--- config.mk ---
export PLATFORM = sky130hd
export DESIGN_NAME = muldiv_unit_flat
export DESIGN_NICKNAME = d
export VERILOG_FILES = /design/src/rtl/muldiv_if.sv /design/src/rtl/muldiv_unit.sv /design/src/flat_wrapper.sv
export SDC_FILE = /design/constraint.sdc
export NUM_CORES = 1
export LEC_CHECK = 0
export ABC_AREA = 1
export CORE_ASPECT_RATIO = 1.2
export CORE_MARGIN = 5
export CORE_UTILIZATION = 45
export DETAILED_ROUTE_END_ITERATION = 12
export PLACE_DENSITY_LB_ADDON = 0.15
export SETUP_SLACK_MARGIN = 0.05
export SYNTH_ARGS = -nofsm -noshare
export SYNTH_HDL_FRONTEND = slang
export SYNTH_SLANG_ARGS = --single-unit
--- constraint.sdc ---
create_clock -name clk -period 5.35 [get_ports clk]
set_input_delay 0.8025 -clock clk [delete_from_list [all_inputs] [get_ports clk]]
set_output_delay 0.8025 -clock clk [all_outputs]
set_load 0.01 [all_outputs]
--- src/rtl/muldiv_if.sv ---
// Issue/complete handshake between the ex stage and the muldiv_unit coprocessor.
// The ex side drives the master modport; the coprocessor uses the slave modport.
interface muldiv_if #(
  parameter int DATA_W     = 32,
  parameter int REG_ADDR_W = 5
);
  logic                  start_i;
  logic [2:0]            op_i;
  logic [DATA_W-1:0]     opa_i;
  logic [DATA_W-1:0]     opb_i;
  logic [REG_ADDR_W-1:0] reg_waddr_i;
  logic                  kill_i;
  logic [DATA_W-1:0]     result_o;
  logic                  ready_o;
  logic                  busy_o;
  logic [REG_ADDR_W-1:0] reg_waddr_o;

  modport master (
    output start_i, op_i, opa_i, opb_i, reg_waddr_i, kill_i,
    input  result_o, ready_o, busy_o, reg_waddr_o
  );

  modport slave (
    input  start_i, op_i, opa_i, opb_i, reg_waddr_i, kill_i,
    output result_o, ready_o, busy_o, reg_waddr_o
  );
endinterface

--- src/rtl/muldiv_unit.sv ---
// Iterative RV32M multiply/divide coprocessor: shift-add multiply, restoring divide.
// Build option MULDIV_EARLY_OUT_EN lets multiplies stop once the remaining multiplier bits are zero.
module muldiv_unit #(
  parameter int DATA_W     = 32,
  parameter int REG_ADDR_W = 5,
  parameter int CNT_W      = 6   // 2**CNT_W must exceed DATA_W
) (
  input  logic      clk,
  input  logic      rst,
  muldiv_if.slave   bus
);

  typedef enum logic [1:0] {
    S_IDLE,
    S_CALC,
    S_FAST,
    S_DONE
  } state_t;

  localparam logic [2:0] OP_MUL    = 3'b000;
  localparam logic [2:0] OP_MULH   = 3'b001;
  localparam logic [2:0] OP_MULHSU = 3'b010;
  localparam logic [2:0] OP_MULHU  = 3'b011;
  localparam logic [2:0] OP_DIV    = 3'b100;
  localparam logic [2:0] OP_DIVU   = 3'b101;
  localparam logic [2:0] OP_REM    = 3'b110;
  localparam logic [2:0] OP_REMU   = 3'b111;

  localparam logic [DATA_W-1:0] MIN_NEG  = {1'b1, {(DATA_W-1){1'b0}}};
  localparam logic [CNT_W-1:0]  LAST_CNT = CNT_W'(DATA_W-1);

  state_t                  r_state;
  state_t                  w_next;
  logic [2:0]              r_op;
  logic [2*DATA_W-1:0]     r_acc;
  logic [2*DATA_W-1:0]     r_mcand;
  logic [DATA_W-1:0]       r_b;
  logic [CNT_W-1:0]        r_cnt;
  logic                    r_neg_q;
  logic                    r_neg_r;
  logic [REG_ADDR_W-1:0]   r_waddr;
  logic                    r_ready;
  logic [DATA_W-1:0]       r_result;

  // ---------------------------------------------------------------------------
  // Operand decode at issue time
  // ---------------------------------------------------------------------------
  logic              w_is_div;
  logic              w_a_signed;
  logic              w_b_signed;
  logic              w_a_neg;
  logic              w_b_neg;
  logic [DATA_W-1:0] w_abs_a;
  logic [DATA_W-1:0] w_abs_b;
  logic              w_div_zero;
  logic              w_ovf;
  logic              w_fast;
  logic              w_start;

  assign w_is_div   = bus.op_i[2];
  assign w_a_signed = (bus.op_i == OP_MULH) || (bus.op_i == OP_MULHSU) ||
                      (bus.op_i == OP_DIV)  || (bus.op_i == OP_REM);
  assign w_b_signed = (bus.op_i == OP_MULH) || (bus.op_i == OP_DIV) ||
                      (bus.op_i == OP_REM);
  assign w_a_neg    = w_a_signed && bus.opa_i[DATA_W-1];
  assign w_b_neg    = w_b_signed && bus.opb_i[DATA_W-1];
  assign w_abs_a    = w_a_neg ? -bus.opa_i : bus.opa_i;
  assign w_abs_b    = w_b_neg ? -bus.opb_i : bus.opb_i;
  assign w_div_zero = w_is_div && (bus.opb_i == '0);
  assign w_ovf      = ((bus.op_i == OP_DIV) || (bus.op_i == OP_REM)) &&
                      (bus.opa_i == MIN_NEG) && (bus.opb_i == '1);

`ifdef MULDIV_EARLY_OUT_EN
  assign w_fast = w_div_zero || w_ovf || (!w_is_div && (bus.opb_i == '0));
`else
  assign w_fast = w_div_zero || w_ovf;
`endif

  assign w_start = (r_state == S_IDLE) && bus.start_i && !bus.kill_i;

  // ---------------------------------------------------------------------------
  // One iteration step
  // ---------------------------------------------------------------------------
  logic [2*DATA_W:0]   w_div_shift;
  logic [DATA_W:0]     w_div_diff;
  logic                w_div_ge;
  logic [2*DATA_W-1:0] w_div_acc;
  logic                w_last;

  // Remainder lives in the upper half, quotient bits enter at the bottom as
  // dividend bits leave the top; the trial subtract needs one extra bit.
  assign w_div_shift = {r_acc, 1'b0};
  assign w_div_diff  = w_div_shift[2*DATA_W:DATA_W] - {1'b0, r_b};
  assign w_div_ge    = !w_div_diff[DATA_W];
  assign w_div_acc   = w_div_ge ? {w_div_diff[DATA_W-1:0], w_div_shift[DATA_W-1:1], 1'b1}
                                : w_div_shift[2*DATA_W-1:0];

`ifdef MULDIV_EARLY_OUT_EN
  assign w_last = (r_cnt == LAST_CNT) || (!r_op[2] && (r_b[DATA_W-1:1] == '0));
`else
  assign w_last = (r_cnt == LAST_CNT);
`endif

  // ---------------------------------------------------------------------------
  // Final sign fix-up and result select
  // ---------------------------------------------------------------------------
  logic [2*DATA_W-1:0] w_prod;
  logic [DATA_W-1:0]   w_acc_lo;
  logic [DATA_W-1:0]   w_acc_hi;
  logic [DATA_W-1:0]   w_quo;
  logic [DATA_W-1:0]   w_rem;
  logic [DATA_W-1:0]   w_final;

  assign w_acc_lo = r_acc[DATA_W-1:0];
  assign w_acc_hi = r_acc[2*DATA_W-1:DATA_W];
  assign w_prod   = r_neg_q ? -r_acc : r_acc;
  assign w_quo    = r_neg_q ? -w_acc_lo : w_acc_lo;
  assign w_rem    = r_neg_r ? -w_acc_hi : w_acc_hi;

  // NOTE: every signal assigned in an always_comb gets a default first so no
  // path through the block leaves it unassigned and infers a latch.
  always_comb begin
    w_final = w_quo;
    case (r_op)
      OP_MUL:                       w_final = w_prod[DATA_W-1:0];
      OP_MULH, OP_MULHSU, OP_MULHU: w_final = w_prod[2*DATA_W-1:DATA_W];
      OP_DIV, OP_DIVU:              w_final = w_quo;
      OP_REM, OP_REMU:              w_final = w_rem;
      default:                      w_final = w_quo;
    endcase
  end

  // ---------------------------------------------------------------------------
  // Control FSM
  // ---------------------------------------------------------------------------
  // NOTE: sequential state uses non-blocking assignments so every flop samples
  // pre-edge values regardless of statement order.
  always_ff @(posedge clk or negedge rst) begin
    if (!rst) r_state <= S_IDLE;
    else      r_state <= w_next;
  end

  always_comb begin
    w_next = r_state;
    case (r_state)
      S_IDLE: if (w_start) w_next = w_fast ? S_FAST : S_CALC;
      S_CALC: begin
        if (bus.kill_i)  w_next = S_IDLE;
        else if (w_last) w_next = S_DONE;
      end
      S_FAST: w_next = bus.kill_i ? S_IDLE : S_DONE;
      S_DONE: w_next = S_IDLE;
      default: w_next = S_IDLE;
    endcase
  end

  // ---------------------------------------------------------------------------
  // Datapath
  // ---------------------------------------------------------------------------
  // NOTE: all datapath flops are reset (not just control) so outputs are
  // defined zero straight out of reset and after an aborted operation.
  always_ff @(posedge clk or negedge rst) begin
    if (!rst) begin
      r_op     <= '0;
      r_acc    <= '0;
      r_mcand  <= '0;
      r_b      <= '0;
      r_cnt    <= '0;
      r_neg_q  <= 1'b0;
      r_neg_r  <= 1'b0;
      r_waddr  <= '0;
      r_ready  <= 1'b0;
      r_result <= '0;
    end else begin
      // ready/result are registered out of DONE, so kill cannot cancel them
      r_ready  <= (r_state == S_DONE);
      r_result <= (r_state == S_DONE) ? w_final : '0;

      case (r_state)
        S_IDLE: begin
          if (w_start) begin
            r_op    <= bus.op_i;
            r_waddr <= bus.reg_waddr_i;
            r_cnt   <= '0;
            r_b     <= w_is_div ? bus.opb_i : w_abs_b;
            r_mcand <= {{DATA_W{1'b0}}, w_abs_a};
            r_neg_q <= w_a_neg ^ w_b_neg;
            r_neg_r <= w_a_neg;
            if (w_div_zero) begin
              r_acc   <= {bus.opa_i, {DATA_W{1'b1}}};
              r_neg_q <= 1'b0;
              r_neg_r <= 1'b0;
            end else if (w_ovf) begin
              r_acc   <= {{DATA_W{1'b0}}, bus.opa_i};
              r_neg_q <= 1'b0;
              r_neg_r <= 1'b0;
            end else if (w_is_div) begin
              r_acc   <= {{DATA_W{1'b0}}, w_abs_a};
              r_b     <= w_abs_b;
            end else begin
              r_acc   <= '0;
            end
          end
        end
        S_CALC: begin
          r_cnt <= r_cnt + 1'b1;
          if (r_op[2]) begin
            r_acc <= w_div_acc;
          end else begin
            if (r_b[0]) r_acc <= r_acc + r_mcand;
            r_mcand <= {r_mcand[2*DATA_W-2:0], 1'b0};
            r_b     <= {1'b0, r_b[DATA_W-1:1]};
          end
        end
        default: ;
      endcase
    end
  end

  assign bus.busy_o      = (r_state == S_CALC) || (r_state == S_FAST);
  assign bus.ready_o     = r_ready;
  assign bus.result_o    = r_result;
  assign bus.reg_waddr_o = r_waddr;

endmodule

--- src/flat_wrapper.sv ---
// flat-port wrapper written by rule: the top's interface ports become plain ports
module muldiv_unit_flat 
#(
  parameter int DATA_W     = 32,
  parameter int REG_ADDR_W = 5,
  parameter int CNT_W      = 6                                 
)
  (clk, rst, bus_start_i, bus_op_i, bus_opa_i, bus_opb_i, bus_reg_waddr_i, bus_kill_i, bus_result_o, bus_ready_o, bus_busy_o, bus_reg_waddr_o);
  muldiv_if #(.DATA_W(DATA_W), .REG_ADDR_W(REG_ADDR_W)) bus_i ();
  input  logic clk;
  input  logic rst;
  input wire logic [$bits(bus_i.start_i)-1:0] bus_start_i;
  input wire logic [$bits(bus_i.op_i)-1:0] bus_op_i;
  input wire logic [$bits(bus_i.opa_i)-1:0] bus_opa_i;
  input wire logic [$bits(bus_i.opb_i)-1:0] bus_opb_i;
  input wire logic [$bits(bus_i.reg_waddr_i)-1:0] bus_reg_waddr_i;
  input wire logic [$bits(bus_i.kill_i)-1:0] bus_kill_i;
  output wire logic [$bits(bus_i.result_o)-1:0] bus_result_o;
  output wire logic [$bits(bus_i.ready_o)-1:0] bus_ready_o;
  output wire logic [$bits(bus_i.busy_o)-1:0] bus_busy_o;
  output wire logic [$bits(bus_i.reg_waddr_o)-1:0] bus_reg_waddr_o;
  assign bus_i.start_i = bus_start_i;
  assign bus_i.op_i = bus_op_i;
  assign bus_i.opa_i = bus_opa_i;
  assign bus_i.opb_i = bus_opb_i;
  assign bus_i.reg_waddr_i = bus_reg_waddr_i;
  assign bus_i.kill_i = bus_kill_i;
  assign bus_result_o = bus_i.result_o;
  assign bus_ready_o = bus_i.ready_o;
  assign bus_busy_o = bus_i.busy_o;
  assign bus_reg_waddr_o = bus_i.reg_waddr_o;
  muldiv_unit #(.DATA_W(DATA_W), .REG_ADDR_W(REG_ADDR_W), .CNT_W(CNT_W)) u_core (.clk(clk), .rst(rst), .bus(bus_i));
endmodule
==> results.toml <==
[status]
outcome = "complete, no violations"

[synth]
yosysMostFrequentCell = "nand2_1"
synth_async_sr_flop_share_pct = 100
ys_top_cells_by_count = "nand2_1 (1,214), inv_1 (573), nor2_1 (484), nand3_1 (311), a21oi_1 (289)"
synth_area_leader_cell = "dfrtp_1"
synth_edf_count = 0
synth_area_sq_um = 23400
synth-seq-area-share_pct = 22.5
yosys.area.top_type_share_pct = 22.5
synth_nets = 4239
netlist_instances = 4057
synth_area_leaders = "dfrtp_1 (23%), nand2_1 (19%), inv_1 (9.2%)"
synth_ff_type = "dfrtp_1"
synth_seq_cells = 211
syn_area_per_cell_sq_um = 5.78
ys_types = 57
yosys_warnings = 0

[sta]
tightest_slew_ps = 1120
hold_violations = 0
slew_headroom_pct = 25.1
rsz0062_at_grt = "no"
fmaxAchievable_mhz = 265
setup_viol = 0
drv_slew = 0
tns_ps = 0
min_period_over_period_pct = 70.4
period_needed_ps = 3770
hold_ws_ps = 263
finClkSkew_ps = 26.1

[pwr]
power.total_mw = 18.6
ir_worst_vdd_uv = 722
p_per_area_nw_per_um2 = 709
leakagePower_nw = 12.9

[die]
fp-row-count = 91
start_util_pct = 45.6
dieArea_sq_um = 56800
fp.dieW_microns = 218
io_pins = 115
die_h_microns = 260
core_area_sq_um = 51500

[min_path]
hold_path.class = "primary input to asynchronous set/reset pin"

[worst_setup_path]
cp_num_cells = 18
cp_common_cell = "nand2_1"
critical_path.slowest_cell = "nand2_1"
end_kind = "flop"
critPathLaunchType = "flop"
required_ps = 5830
cp_max_fo = 29
crit_arrival_ps = 4250
slowest_delay_ps = 760
criticalPathCategory = "flop to flop"
worst_r2r_path_depth = 18
worstPathCellList = "inv_1, fa_1, inv_1, nand3_1, nand2_1, nand2_1, nand2_1, nand2_1, nand2_2, nand2_2, nand2_1, nand2_1, nand2_1, nand2_1, o211ai_1, nand2_1, nand2_1, nand2_1"
crit_buf_inv = 2
path_delay_family = "simple AND/OR/NAND/NOR gates"

[cells_and_area]
area_growth_pct = 11.8
fin_nets = 4300
utilization_pct = 50.9
drive_above_1_share_pct = 3.82

[drt]
drtPass1Iterations = 8
postRouteWirelength_microns = 109000
ant_nets = 0
viasPerCell = 5.72
drc = 0
wl_per_cell_microns = 22.6
drt_iter0_drc = 2923
vias = 27700

[clock_network]
cts.sinks = 211
clockBufferDepth = 3
cts_tree = "built"
clk_pin_slew_worst_paths_ps = 60
cts-hold-fix-buffers = 0
clk_latency_ps = 590
cts_setup_buffers = 0
cts_resized = 0
clock-root-buffer = "clkbuf_16"
cts_made_buffers = 27
htree_levels = 1

[global_route]
grt_remaining_overflow = 0
antenna_found_initial = 3
grt_pass1_wl_microns = 162000
grtUsageTotal_pct = 37.4
first_global_vias = 26000
grt_max_degree = 116

[placement]
io_buffers = 114
finalWeightedCongestion = 1.07
dp_hpwl_microns = 87400

[job]
maxCapViolCount = 0
-- through the flow --
step / worst slack [ps] / cells / cell area (sq um)
after CTS: 1700 / 4836 / 26200
final: 1580 / 4838 / 26200
after floorplan: 2840 / 4057 / 23500
after detailed placement: 1360 / 4786 / 25300
after global placement: 1340 / 4786 / 25300
after global routing: 1380 / 4836 / 26200
-- report_power, final --
| part | switching (mW) | internal, mW | total [mW] | leakage (nW) |
|---|---|---|---|---|
| registers | 0.971 | 2.27 | 3.24 | 2.65 |
| clock network | 0.804 | 1.15 | 1.95 | 0.462 |
| logic | 9.39 | 4.00 | 13.4 | 9.74 |
| total | 11.2 | 7.42 | 18.6 | 12.9 |
-- flip-flops by register name, indices dropped and copies added (netlist names) --
signal,count
u_core.bus.result_o,32
u_core.r_acc,64
u_core.r_state,2
u_core.r_op,3
u_core.r_cnt,6
u_core.r_neg_q,1
u_core.r_b,32
u_core.r_neg_r,1
u_core.bus.reg_waddr_o,5
u_core.bus.ready_o,1
u_core.r_mcand,64
-- worst register-to-register path: stages (launching register included) --
cell      delay, ps
dfrtp_1         650
inv_1           230
fa_1            470
inv_1           100
nand3_1          70
nand2_1         150
nand2_1          70
nand2_1         100
nand2_1          80
nand2_2         110
nand2_2          70
nand2_1          80
nand2_1          50
nand2_1         760
nand2_1         160
o211ai_1        180
nand2_1         160
nand2_1         120
nand2_1          60
-- area by class of cell --
type                            instances  area [sq um]
Sequential cell                       211          5280
Timing Repair Buffer                  158          1500
Fill cell                            5608         25300
Clock buffer                           35           756
Tap cell                              697           872
Clock inverter                         15           174
Inverter                              589          2210
Multi-Input combinational cell       3131         15400
Antenna cell                            2          5.00
-- cells in the final DEF (no fill, tap or decap), types with 46 or more instances in the layout --
| master | netlist | layout |
|---|---|---|
| inv_1 | 573 | 573 |
| xor2_1 | 96 | 96 |
| a21oi_1 | 289 | 289 |
| nor2_1 | 484 | 482 |
| nand4_1 | 46 | 46 |
| o22ai_1 | 53 | 53 |
| ha_1 | 104 | 103 |
| clkdlybuf4s50_1 | 0 | 113 |
| dfrtp_1 | 211 | 210 |
| nand2_1 | 1214 | 1214 |
| o21ai_0 | 251 | 251 |
| nand3_1 | 311 | 311 |
| nor3_1 | 75 | 75 |
-- path summary, 6_finish.rpt --
check                                          start                        end  slack, ps
setup / recovery                    u_core.r_acc[32]           u_core.r_acc[44]       1580
min in group clk           u_core.bus.reg_waddr_o[4]  u_core.bus.reg_waddr_o[4]        490
max in group asynchronous                        rst             u_core.r_neg_q       3940
hold reg to reg            u_core.bus.reg_waddr_o[4]  u_core.bus.reg_waddr_o[4]        490
setup reg to reg                    u_core.r_acc[32]           u_core.r_acc[44]       1580
hold / removal                                   rst         u_core.r_mcand[11]        260
-- routing by layer --
metal  up-vias  track usage (%)  share of wire [%]
li1      13200                -                  -
met3       374             6.00                9.2
met1     12600             47.5                 39
met5         -                0                  0
met2      1513             58.1                 43
met4         0             25.6                8.9
-- cells by family (layout without fill, tap and decap cells) --
group	Yosys count	count (layout)	synth area share (%)
adders and majority gates	106	106	5.72
AOI/OAI and AO/OA	707	707	16.5
buffers and inverters	715	797	11.9
xor gates and xnor gates	110	110	4.11
DFF	211	211	22.5
other	0	2	0
and+or+nand+nor	2208	2208	39.2
(Power assumes the default switching activity.)
